<file path="src/rtl/serial_frame_rx.sv">
// rtl/serial_frame_rx.sv - serial frame receiver: sync hunt, data assembly, even-parity check
//
// Purpose: hunts a serial bit stream for a SYNC_LEN-bit sync pattern, then
// assembles WIDTH data bits (MSB first) followed by one even-parity bit.
// Each completed frame updates dataOut/parityErr, pulses dataValid for one
// cycle and increments frameCount.
//
// Ports:
//   clk        in   1      single clock, rising edge
//   rst_n      in   1      asynchronous active-low reset
//   shiftIn    in   1      serial input bit, sampled each rising edge
//   dataOut    out  WIDTH  last assembled word
//   dataValid  out  1      one-cycle pulse when dataOut updates
//   parityErr  out  1      even-parity error for the word in dataOut
//   busy       out  1      high while in DATA or PARITY
//   frameCount out  8      completed frames, wraps modulo 256

module serial_frame_rx #(
    parameter int                    WIDTH    = 8,
    parameter int                    SYNC_LEN = 4,
    parameter logic [SYNC_LEN-1:0]   SYNC     = 4'b1101
) (
    input  logic             clk,
    input  logic             rst_n,
    input  logic             shiftIn,
    output logic [WIDTH-1:0] dataOut,
    output logic             dataValid,
    output logic             parityErr,
    output logic             busy,
    output logic [7:0]       frameCount
);

    localparam int FW = $clog2(SYNC_LEN + 1);
    localparam int BW = $clog2(WIDTH + 1);

    typedef enum logic [1:0] {
        HUNT   = 2'd0,
        DATA   = 2'd1,
        PARITY = 2'd2
    } state_t;

    state_t              state_q;
    logic [SYNC_LEN-1:0] window_q;
    logic [FW-1:0]       fill_q;
    logic [BW-1:0]       bit_q;
    logic [WIDTH-1:0]    data_q;

    logic [SYNC_LEN-1:0] window_d;
    logic                sync_hit;

    // The incoming bit completes the window on this very edge, so the match
    // looks at the shifted value rather than the stored one.
    assign window_d = {window_q[SYNC_LEN-2:0], shiftIn};
    assign sync_hit = (window_d == SYNC) && (fill_q >= FW'(SYNC_LEN - 1));

    always_ff @(posedge clk or negedge rst_n) begin
        if (!rst_n) begin
            state_q    <= HUNT;
            window_q   <= '0;
            fill_q     <= '0;
            bit_q      <= '0;
            data_q     <= '0;
            dataOut    <= '0;
            dataValid  <= 1'b0;
            parityErr  <= 1'b0;
            busy       <= 1'b0;
            frameCount <= 8'd0;
        end else begin
            dataValid <= 1'b0;
            case (state_q)
                HUNT: begin
                    window_q <= window_d;
                    if (fill_q != FW'(SYNC_LEN))
                        fill_q <= fill_q + FW'(1);
                    if (sync_hit) begin
                        state_q <= DATA;
                        bit_q   <= '0;
                        busy    <= 1'b1;
                    end
                end
                DATA: begin
                    data_q <= {data_q[WIDTH-2:0], shiftIn};
                    bit_q  <= bit_q + BW'(1);
                    if (bit_q == BW'(WIDTH - 1))
                        state_q <= PARITY;
                end
                PARITY: begin
                    dataOut    <= data_q;
                    parityErr  <= (^data_q) ^ shiftIn;
                    frameCount <= frameCount + 8'd1;
                    dataValid  <= 1'b1;
                    busy       <= 1'b0;
                    state_q    <= HUNT;
                    // Bits of this frame must not contribute to the next sync.
                    window_q   <= '0;
                    fill_q     <= '0;
                end
                default: begin
                    state_q  <= HUNT;
                    busy     <= 1'b0;
                    window_q <= '0;
                    fill_q   <= '0;
                end
            endcase
        end
    end

endmodule

</file>
<file path="config.mk">
export PLATFORM = sky130hd
export DESIGN_NAME = serial_frame_rx
export DESIGN_NICKNAME = d
export VERILOG_FILES = /design/src/rtl/serial_frame_rx.sv
export SDC_FILE = /design/constraint.sdc
export NUM_CORES = 1
export LEC_CHECK = 0
export ABC_AREA = 1
export CORE_ASPECT_RATIO = 2
export CORE_MARGIN = 3
export CORE_UTILIZATION = 35
export CTS_CLUSTER_DIAMETER = 60
export CTS_CLUSTER_SIZE = 14
export DETAILED_ROUTE_END_ITERATION = 8
export SLEW_MARGIN = 10
export SYNTH_ARGS = -nofsm -noshare
export SYNTH_HDL_FRONTEND = slang
export SYNTH_SLANG_ARGS = --single-unit
</file>
<file path="constraint.sdc">
create_clock -name clk -period 3.9 [get_ports clk]
set_input_delay 0.585 -clock clk [delete_from_list [all_inputs] [get_ports clk]]
set_output_delay 0.585 -clock clk [all_outputs]
set_load 0.005 [all_outputs]
</file>
# Word level (Yosys, flattened, before mapping)
# Index checks and enable logic that the tools add are counted.
# op_classes
n_eq_ne,8
mux,11
reduce_logical,8
mul,0
magnitude_cmp,1
n_div,0
n_addsub,3
n_shift,0
bitwise,2
# ops
cell,count
3-bit case mux with 2 select lines,2
8-bit by 1-bit adder with 8-bit output (second input constant),1
4-bit case mux with 2 select lines,1
2-bit AND reduction,4
8-bit parity,1
2-bit != test (second input constant),3
4-bit by 1-bit adder with 4-bit output (second input constant),1
4-bit by 3-bit equality test with 1-bit output (second input constant),1
4-bit equality test (second input constant),1
2-bit two-way mux,2
4-bit two-way mux,1
2-bit case mux with 2 select lines,1
3-bit by 1-bit adder with 3-bit output (second input constant),1
3-bit by 2-bit greater-or-equal comparator with 1-bit output (second input constant),1
3-bit two-way mux,1
3-bit != test (second input constant),1
2-bit by 1-bit equality test with 1-bit output (second input constant),1
2-bit equality test (second input constant),1
2-bit logical NOT,1
1-bit two-way mux,2
1-bit case mux with 2 select lines,1
2-bit nonzero test,1
1-bit logical AND,1
1-bit inverter,1
1-bit bitwise XOR,1
# totals
latchBits,0
mem_count,0
out_inout_bits,19
romBits,0
register_bits,39
in_bits,3
ramBits,0

# Longest topological paths before layout
# Gate-level depths: netlist of the first run.
# logic_depth
ltp_word,4
mapped_depth,10
depth_no_buf,10

# Worst setup path before layout of the first run
# OpenSTA, ideal clock, no wires.
# synth_timing
path_kind,input-to-reg
from,input port shiftIn
to,register bit_q[0]
arrival_time_ps,1183
setup_time_ps,118
stages,5
slack_ps,2599
cell_sequence,inv_1 -> nor4_1 -> nand3_1 -> nand3_1 -> nand2_1
# synth_between
elab_chain_cells,4
# synth_lines
item,line_no,text
from (decl),25,"input logic shiftIn,"
4-bit equality test,54,assign sync_hit = (window_d == SYNC) && (fill_q >= FW'(SYNC_LEN - 1));
1-bit logical AND,54,
2-bit != test (no source line),n/a,
2-bit AND reduction (no source line),n/a,
to (signal assigned),83,bit_q <= bit_q + BW'(1);
to (decl),45,logic [BW-1:0] bit_q;
# No other way between the ends.
# A chain may end at the register's enable or synchronous reset.

# Worst setup path in the final report of the first run
# layout_timing
from,register frameCount[3]
to,output port frameCount[3]
# layout_rtl
item,line_no,text
from (decl),30,output logic [7:0] frameCount
from (signal assigned),90,frameCount <= frameCount + 8'd1;
# No word-level cell between the ends.

==> flow_summary_export.csv, run 1 <==
group,metric,value,unit
route,detailroute.via_count,1277,
timing,setup_tns,0,ns
run,drv_cap,0,
timing,grt_setup_unrepaired,"false",
placement,pre_cts_ws,1.934,ns
placement,hpwl,2260,um
finish,utilization,44.92,%
worst_setup_path,arrival,1.25,ns
cts,insertion_delay,0.29,ns
worst_setup_path,cp_slowest_cell,"clkdlybuf4s50_1",
cts,cts_tree,"done",
die,core_area,0.004730,mm2
finish,final_cell_count_no_fill,276,
worst_setup_path,path_cells,"clkdlybuf4s50_1",
timing,fin_crit_sh,47.02,%
cts,cts_inserted_buffers,5,
power_and_ir_drop,power,1.571,mW
hold_path,hold_class,"input pin to asynchronous set/reset pin",
worst_setup_path,cp_top_family,"buffers and inverters",
die,pin_count,22,
synthesis,syn-cell-area,0.001749,mm2
finish,areaGrowthSynthToFinish,21.46,%
worst_setup_path,end_kind,"output pin",
power_and_ir_drop,clockPowerShare,21.9,%
timing,max_freq,0.5453,GHz
grt,antenna_found_initial,0,
cts,postCtsHoldBufs,0,
synthesis,ys_types,21,
timing,final_max_slew_viol_count,0,
die,chipHeight,106.0,um
finish,layout_commonest_cell,"nand2_1",
die,rows,35,
power_and_ir_drop,p_int,1.034,mW
cts,clockBufferDepth,2,
grt,grt_start_max_net_pins,40,
cts,cts_setup_buffers,0,
placement,numPortBuffers,21,
cts,clockRootBuffer,"clkbuf_8",
timing,slew_headroom,43.41,%
route,wl,3074,um
placement,dp_cells,268,
power_and_ir_drop,cellLeakagePower,1.070,nW
die,start_util,36.98,%
worst_setup_path,cp_max_fo,5,
cts,cts.repair.resized,0,
finish,nets,228,
synthesis,ys_ff_latch,39,
route,detail_route.first_pass.iterations,4,
timing,final.setup.worst_slack,2.066,ns
cts,cts_sinks,39,
timing,setup_viol,0,
worst_setup_path,cp_slowest_stage_delay,0.53,ns
timing,finalCriticalPeriod,1.834,ns
synthesis,yosysWarnings,0,
grt,grt_use_total,11.68,%
power_and_ir_drop,power.density,739.4,mW/mm2
worst_setup_path,critical_path_class,"flip-flop to output pin",
timing,hold_viol_final,0,
finish,diodes,0,
finish,fillers,469,
worst_setup_path,worstPathRequired,3.31,ns
placement,gp_congestion,0.8213,
grt,grt_pass1_vias,1253,
route,routedWlPerCell,11.14,um
grt,grt_pass1_wl,5485,um
outcome,status,"finished, final reports clean",
synthesis,synth-seq-area-share,55.79,%
grt,grt_overflow,0,
cts,htree_levels,2,
power_and_ir_drop,p_switching,536.9,uW
power_and_ir_drop,combPwrFrac,35.9,%
die,die_x,55.99,um
power_and_ir_drop,power.share.switching,34.18,%
power_and_ir_drop,vdd.ir_drop.worst,309.9,uV
worst_setup_path,cp_num_buf_inv,1,
worst_setup_path,cp-start-kind,"flip-flop",
route,drc_errors,0,
synthesis,syn-instance-count,195,
cts,clk_pin_slew,0.07,ns
power_and_ir_drop,p_seq_share,42.2,%
route,initialDrtViolationCount,16,
synthesis,syn-mean-instance-area,8.970,um2
timing,finalClockSkew,0.006395,ns
synthesis,syn_nets,203,
finish,layout_common_cells,"nand2_1 (58), dfrtp_1 (39), inv_1 (26)",
finish,final_layout_size_suffix_gt1_share,8.145,%
route,vias_per_cell,4.627,
route,ant_nets,0,
timing,tightest_slew,0.8488,ns
die,design.die.area,0.005934,mm2
[sequential cells by signal (all words and copies together) (netlist names)]
signal and count:
dataOut 8, window_q 3, fill_q 3, data_q 8
bit_q 4, dataValid 1, parityErr 1, busy 1
state_q 2, frameCount 8
[routing by layer]
metal	track usage [%]	routed length, um	share of wire (%)	vias up
met1	12.89	1297	42	583
met3	2.309	127	4.1	6
met2	20.27	1575	51	25
met5	0	0	0	-
met4	6.791	75	2.4	0
li1	-	-	-	663
[power groups by stage]
stage | registers [mW] | logic [mW] | clock network (mW)
global route | 0.686 | 0.655 | 0.375
global placement | 0.669 | 0.565 | 0
finish | 0.663 | 0.564 | 0.344
detailed placement | 0.672 | 0.576 | 0
floorplan | 0.656 | 0.362 | 0
CTS | 0.664 | 0.578 | 0.359
[final timing paths]
| path | startpoint | end | slack, ns | cells after the start |
|---|---|---|---|---|
| setup / recovery | frameCount[3] | frameCount[3] | 2.07 | 1 |
| hold / removal | rst_n | dataOut[5] | 0.40 | 1 |
| setup reg to reg | state_q[1] | frameCount[5] | 2.45 | 6 |
| hold reg to reg | busy | busy | 0.48 | 2 |
| max in group asynchronous | rst_n | window_q[0] | 2.96 | 1 |
| min in group clk | busy | busy | 0.48 | 2 |
[stage by stage]
stage,instance area [um2],hold slack [ns]
3_3_place_gp,2007,0.4652
3_5_place_dp,2007,0.4678
6_report,2125,0.4029
4_1_cts,2125,0.4308
2_1_floorplan,1749,0.2894
5_1_grt,2125,0.4697
[cell families after synthesis]
group	count (synthesis)	share of synthesized area, %
buffers and inverters	32	7.367
adders and majority gates	5	3.577
and+or+nand+nor	86	21.82
DFF	39	55.79
AOI/OAI and AO/OA	25	7.439
xor gates and xnor gates	8	4.005
[Yosys cell counts, drive strengths merged]
master / count / area share [%]
dfrtp: 39 / 56
o22ai: 4 / 1.4
ha: 5 / 3.6
xor2: 4 / 2.0
or2: 3 / 1.1
nor2: 6 / 1.7
a21oi: 1 / 0.29
nor4: 2 / 0.72
o21ai: 20 / 5.7
inv: 28 / 6.0
nor3: 1 / 0.93
nand3: 15 / 4.6
xnor2: 4 / 2.0
nand2: 58 / 12
buf: 2 / 0.93
clkbuf: 2 / 0.43
nand4: 1 / 0.36
[cell type report]
class / count / area, um2 / area share [%]
flip-flops and latches: 39 / 975.9 / 45.94
clock buffers: 6 / 82.58 / 3.887
well taps: 55 / 68.82 / 3.239
clock inverters: 2 / 35.03 / 1.649
inverters: 28 / 105.1 / 4.947
repair buffers: 22 / 212.7 / 10.01
multi-input cells: 124 / 644.4 / 30.33
(Power assumes the default switching activity.)
==> run 2: changes to the inputs <==
==> constraint.sdc (replaced) <==
create_clock -name clk -period 1.6 [get_ports clk]
set_input_delay 0.24 -clock clk [delete_from_list [all_inputs] [get_ports clk]]
set_output_delay 0.24 -clock clk [all_outputs]
set_load 0.005 [all_outputs]
==> run 2 against run 1 <==
Against the previous run:
- clock power up 150%
- largest cell class unchanged
- largest power group unchanged
- die area is the same
- combinational power increased to 2.5 times the previous value
- flip-flop and latch count is the same
- critical endpoint unchanged
- global-route usage is 1.5 points higher
- clock skew is essentially flat
- design area rose by 2.4%
- count of clock-buffer cells in the layout is the same
- core utilization grew 1.1 points
- critical path depth stayed put
- worst setup slack got worse by 2.0 ns
==> flow_summary_export.csv, run 2 (same netlist as run 1, synthesis figures left out) <==
group,metric,value,unit
outcome,status,"finished, final reports clean",
placement,hpwl,2476,um
die,die_x,55.99,um
grt,grt_pass1_vias,1361,
route,routedWlPerCell,11.67,um
route,ant_nets,0,
route,initialDrtViolationCount,41,
finish,nets,234,
timing,tightest_slew,0.5047,ns
grt,grt_start_max_net_pins,40,
die,rows,35,
power_and_ir_drop,p_switching,1.345,mW
cts,clk_pin_slew,0.08,ns
cts,postCtsHoldBufs,0,
finish,fillers,484,
finish,top_regs,"dataOut: 8 flops, data_q: 8 flops, frameCount: 8 flops",
finish,final_layout_size_suffix_gt1_share,11.01,%
power_and_ir_drop,power.density,1788,mW/mm2
route,detailroute.via_count,1343,
worst_setup_path,cp_slowest_stage_delay,0.53,ns
grt,grt_use_total,13.16,%
worst_setup_path,end_kind,"output pin",
timing,final_max_slew_viol_count,0,
power_and_ir_drop,p_seq_share,41.6,%
power_and_ir_drop,power.share.switching,34.59,%
grt,grt_overflow,0,
hold_path,hold_class,"input pin to asynchronous set/reset pin",
worst_setup_path,cp_max_fo,5,
cts,cts_inserted_buffers,5,
timing,max_freq,0.6705,GHz
worst_setup_path,cp_num_buf_inv,1,
timing,hold_viol_final,0,
die,pin_count,22,
grt,grt_pass1_wl,6147,um
timing,slew_headroom,66.35,%
finish,layout_common_cells,"nand2_1 (58), dfrtp_1 (39), inv_1 (26)",
finish,final_cell_count_no_fill,282,
worst_setup_path,cp_slowest_cell,"clkdlybuf4s50_1",
die,chipHeight,106.0,um
timing,finalCriticalPeriod,1.491,ns
placement,numPortBuffers,21,
die,design.die.area,0.005934,mm2
worst_setup_path,cp_top_family,"buffers and inverters",
die,core_area,0.004730,mm2
finish,areaGrowthSynthToFinish,24.32,%
cts,cts_sinks,39,
die,start_util,36.98,%
placement,gp_congestion,0.7713,
worst_setup_path,arrival,1.25,ns
cts,clockRootBuffer,"clkbuf_8",
finish,diodes,0,
power_and_ir_drop,combPwrFrac,36.6,%
timing,setup_tns,0,ns
cts,cts_setup_buffers,0,
cts,cts_tree,"done",
grt,antenna_found_initial,0,
route,vias_per_cell,4.762,
placement,dp_cells,274,
cts,clockBufferDepth,2,
power_and_ir_drop,vdd.ir_drop.worst,1114,uV
worst_setup_path,critical_path_class,"flip-flop to output pin",
route,wl,3292,um
power_and_ir_drop,power,3.889,mW
worst_setup_path,worstPathRequired,1.36,ns
cts,htree_levels,2,
timing,grt_setup_unrepaired,"false",
power_and_ir_drop,cellLeakagePower,1.099,nW
run,drv_cap,0,
route,drc_errors,0,
worst_setup_path,cp-start-kind,"flip-flop",
worst_setup_path,path_cells,"clkdlybuf4s50_1",
power_and_ir_drop,clockPowerShare,21.7,%
timing,fin_crit_sh,93.21,%
route,detail_route.first_pass.iterations,4,
cts,insertion_delay,0.28,ns
timing,finalClockSkew,0.006125,ns
power_and_ir_drop,p_int,2.544,mW
timing,setup_viol,0,
finish,layout_commonest_cell,"nand2_1",
==> run 2: changes by cell type in the layout (fill, tap and decap cells not counted), sizes merged <==
cell	before	now
buf	2	8
==> run 2: metrics by stage <==
step	worst slack (ns)	utilization, %	cell area (um2)	hold WS (ns)
5_1_grt	0.04018	45.98	2175	0.03198
2_1_floorplan	0.3515	-	1749	-0.05559
3_3_place_gp	0.06235	43.39	2052	0.3270
4_1_cts	0.08627	45.87	2170	0.01935
3_5_place_dp	0.01494	43.39	2052	0.3300
6_report	0.1087	45.98	2175	0.005578
==> run 2: final cells by class <==
class                      instances  area (um2)  area share (%)
timing repair buffer              28       257.7           11.85
multi-input combinational        124       649.4           29.86
clock inverter                     2       35.03           1.611
clock buffer                       6       82.58           3.797
sequential                        39       975.9           44.88
inverter                          28       105.1           4.833
tap                               55       68.82           3.165
==> run 2: worst paths after layout <==
check	startpoint	endpoint	slack, ns	cells past startpoint
setup / recovery	frameCount[3]	frameCount[3]	0.11	1
hold / removal	rst_n	dataOut[7]	0.006	2
setup reg to reg	fill_q[0]	bit_q[2]	0.19	7
hold reg to reg	parityErr	parityErr	0.48	2
max in group asynchronous	rst_n	fill_q[2]	1.25	2
min in group clk	parityErr	parityErr	0.48	2
==> run 2: timing repair <==
item | 4_1_cts | 5_1_grt
gates resized for setup | 0 | 1
hold endpoints to repair | 0 | 0
setup endpoints to repair | 0 | 5
==> run 2: routing by layer <==
metal	track usage [%]	vias to the layer above	share of wire, %
met5	0	-	0
met4	6.112	0	2.4
met3	2.916	6	3.0
met2	23.95	22	54
met1	14.00	637	41
li1	-	678	-
==> run 2: power groups by stage <==
stage                     registers (mW)  clock network [mW]  logic, mW
final                               1.62               0.845       1.42
after global placement              1.63                   0       1.42
after global routing                1.68               0.923       1.69
after floorplan                     1.60                   0      0.881
after detailed placement            1.64                   0       1.44
after CTS                           1.62               0.874       1.45
==> run 3: changes to the inputs <==
==> constraint.sdc (replaced) <==
create_clock -name clk -period 1.24 [get_ports clk]
set_input_delay 0.186 -clock clk [delete_from_list [all_inputs] [get_ports clk]]
set_output_delay 0.186 -clock clk [all_outputs]
set_load 0.005 [all_outputs]
==> run 3 against run 2 <==
Against the previous run:
- the flow now finishes with violations (negative setup slack)
- clock skew about the same
- die area unchanged
- critical endpoint is now bit_q[3]
- count of clock-buffer cells in the layout unchanged
- global-route usage about the same
- worst hold slack better by 0.26 ns
- via count up 7.2%
==> flow_summary_export.csv, run 3 (same netlist as run 1, synthesis figures left out) <==
group,metric,value,unit
finish,final_layout_size_suffix_gt1_share,29.48,%
finish,top_regs,"dataOut: 8 flops, data_q: 8 flops, frameCount: 8 flops",
power_and_ir_drop,power.density,2100,mW/mm2
timing,final.setup.worst_slack,-0.05478,ns
outcome,violations,"negative setup slack",
route,wl,3566,um
die,design.die.area,0.005934,mm2
cts,cts_tree,"done",
cts,clockRootBuffer,"clkbuf_8",
cts,cts_inserted_buffers,5,
route,initialDrtViolationCount,32,
route,routedWlPerCell,11.65,um
timing,max_freq,0.7723,GHz
grt,grt_start_max_net_pins,21,
hold_path,hold_class,"input pin to flip-flop",
timing,fin_crit_sh,104.4,%
power_and_ir_drop,power,5.147,mW
grt,grt_overflow,0,
power_and_ir_drop,vdd.ir_drop.worst,1187,uV
worst_setup_path,arrival,1.47,ns
die,pin_count,22,
timing,finalClockSkew,0.006245,ns
route,ant_nets,0,
finish,areaGrowthSynthToFinish,40.13,%
route,drc_errors,0,
timing,setup_viol,6,
timing,tightest_slew,0.4103,ns
worst_setup_path,cp-start-kind,"flip-flop",
finish,layout_commonest_cell,"nand2_1",
grt,grt_pass1_vias,1468,
cts,cts_sinks,39,
finish,layout_common_cells,"nand2_1 (53), dfrtp_1 (39), buf_4 (29)",
run,drv_cap,0,
timing,hold_viol_final,0,
grt,grt_use_total,13.15,%
placement,dp_cells,284,
placement,hpwl,2587,um
die,die_x,55.99,um
cts,clockBufferDepth,2,
timing,setup_tns,-0.1951,ns
grt,grt_pass1_wl,6182,um
route,detail_route.first_pass.iterations,4,
timing,final_max_slew_viol_count,0,
route,vias_per_cell,4.706,
cts,insertion_delay,0.28,ns
die,start_util,36.98,%
worst_setup_path,critical_path_class,"flip-flop to flip-flop",
finish,regArea,975.9,um2
timing,holdWs,0.2625,ns
finish,final_cell_count_no_fill,306,
finish,diodes,0,
grt,antenna_found_initial,0,
die,chipHeight,106.0,um
outcome,status,"complete, but fails checks",
route,met1_length,1405,um
finish,nets,259,
placement,gp_congestion,0.7729,
cts,clk_pin_slew,0.07,ns
placement,numPortBuffers,21,
route,wl_met2,1981,um
power_and_ir_drop,cellLeakagePower,1.316,nW
worst_setup_path,worstPathRequired,1.41,ns
finish,utilization,51.83,%
timing,finalCriticalPeriod,1.295,ns
placement,pre_cts_ws,-0.3140,ns
finish,multi_input_area,765.7,um2
die,core_area,0.004730,mm2
route,met3_length,106,um
die,rows,35,
timing,grt_setup_unrepaired,"true",
finish,fillers,443,
worst_setup_path,cp_max_fo,6,
cts,htree_levels,2,
placement,placed_area,0.002142,mm2
route,detailroute.via_count,1440,
timing,slew_headroom,72.65,%
worst_setup_path,end_kind,"flip-flop",
route,top_layer_used,"met4",
finish,stdcell_area,0.002451,mm2
==> run 3: changes by cell type in the layout (fill, tap and decap cells not counted), sizes merged <==
cell,change
dlygate4sd2,+17
buf,+26
bufinv,-1
clkdlybuf4s50,-20
dlymetal6s2s,+1
dlygate4sd3,+1
==> run 3: power breakdown <==
group          switching, mW  total, mW  internal (mW)
sequential             0.308       2.06           1.75
clock                  0.415      0.851          0.436
combinational           1.17       2.24           1.06
==> run 3: path summary, 6_finish.rpt <==
path	start	to	slack, ns	cells past startpoint
setup / recovery	fill_q[0]	bit_q[3]	-0.05	7
hold / removal	shiftIn	data_q[0]	0.26	4
setup reg to reg	fill_q[0]	bit_q[3]	-0.05	7
hold reg to reg	dataOut[4]	dataOut[4]	0.48	2
max in group asynchronous	rst_n	data_q[7]	0.45	3
min in group asynchronous	rst_n	dataOut[4]	0.35	2
==> run 3: repair_timing <==
action | in CTS | in global routing
setup buffers | 12 | 3
hold buffers | 1 | 0
gates resized for setup | 31 | 27
pin swaps | 6 | 14
endpoints found under the hold margin | 14 | 0
setup endpoints to repair | 26 | 24
==> run 3: worst max-delay path, cell delays in order (launching register included) <==
cell     delay (ns)
dfrtp_1        0.35
ha_2           0.20
ha_4           0.12
nor2_1         0.03
o21ai_1        0.10
nand3_2        0.20
nand3_2        0.14
nand2_2        0.05
==> run 3: layout make-up <==
type / count / share of cell area [%]
Sequential cell: 39 / 39.82
Multi-Input combinational cell: 124 / 31.24
Timing Repair Buffer: 53 / 18.27
Inverter: 28 / 4.288
Clock buffer: 6 / 3.369
Tap cell: 55 / 2.808
Clock inverter: 1 / 0.2042
==> run 3: per-layer routing <==
layer / vias up / track usage, %
li1: 727 / -
met1: 685 / 13.43
met2: 23 / 24.54
met3: 5 / 2.552
met4: 0 / 6.621
met5: - / 0
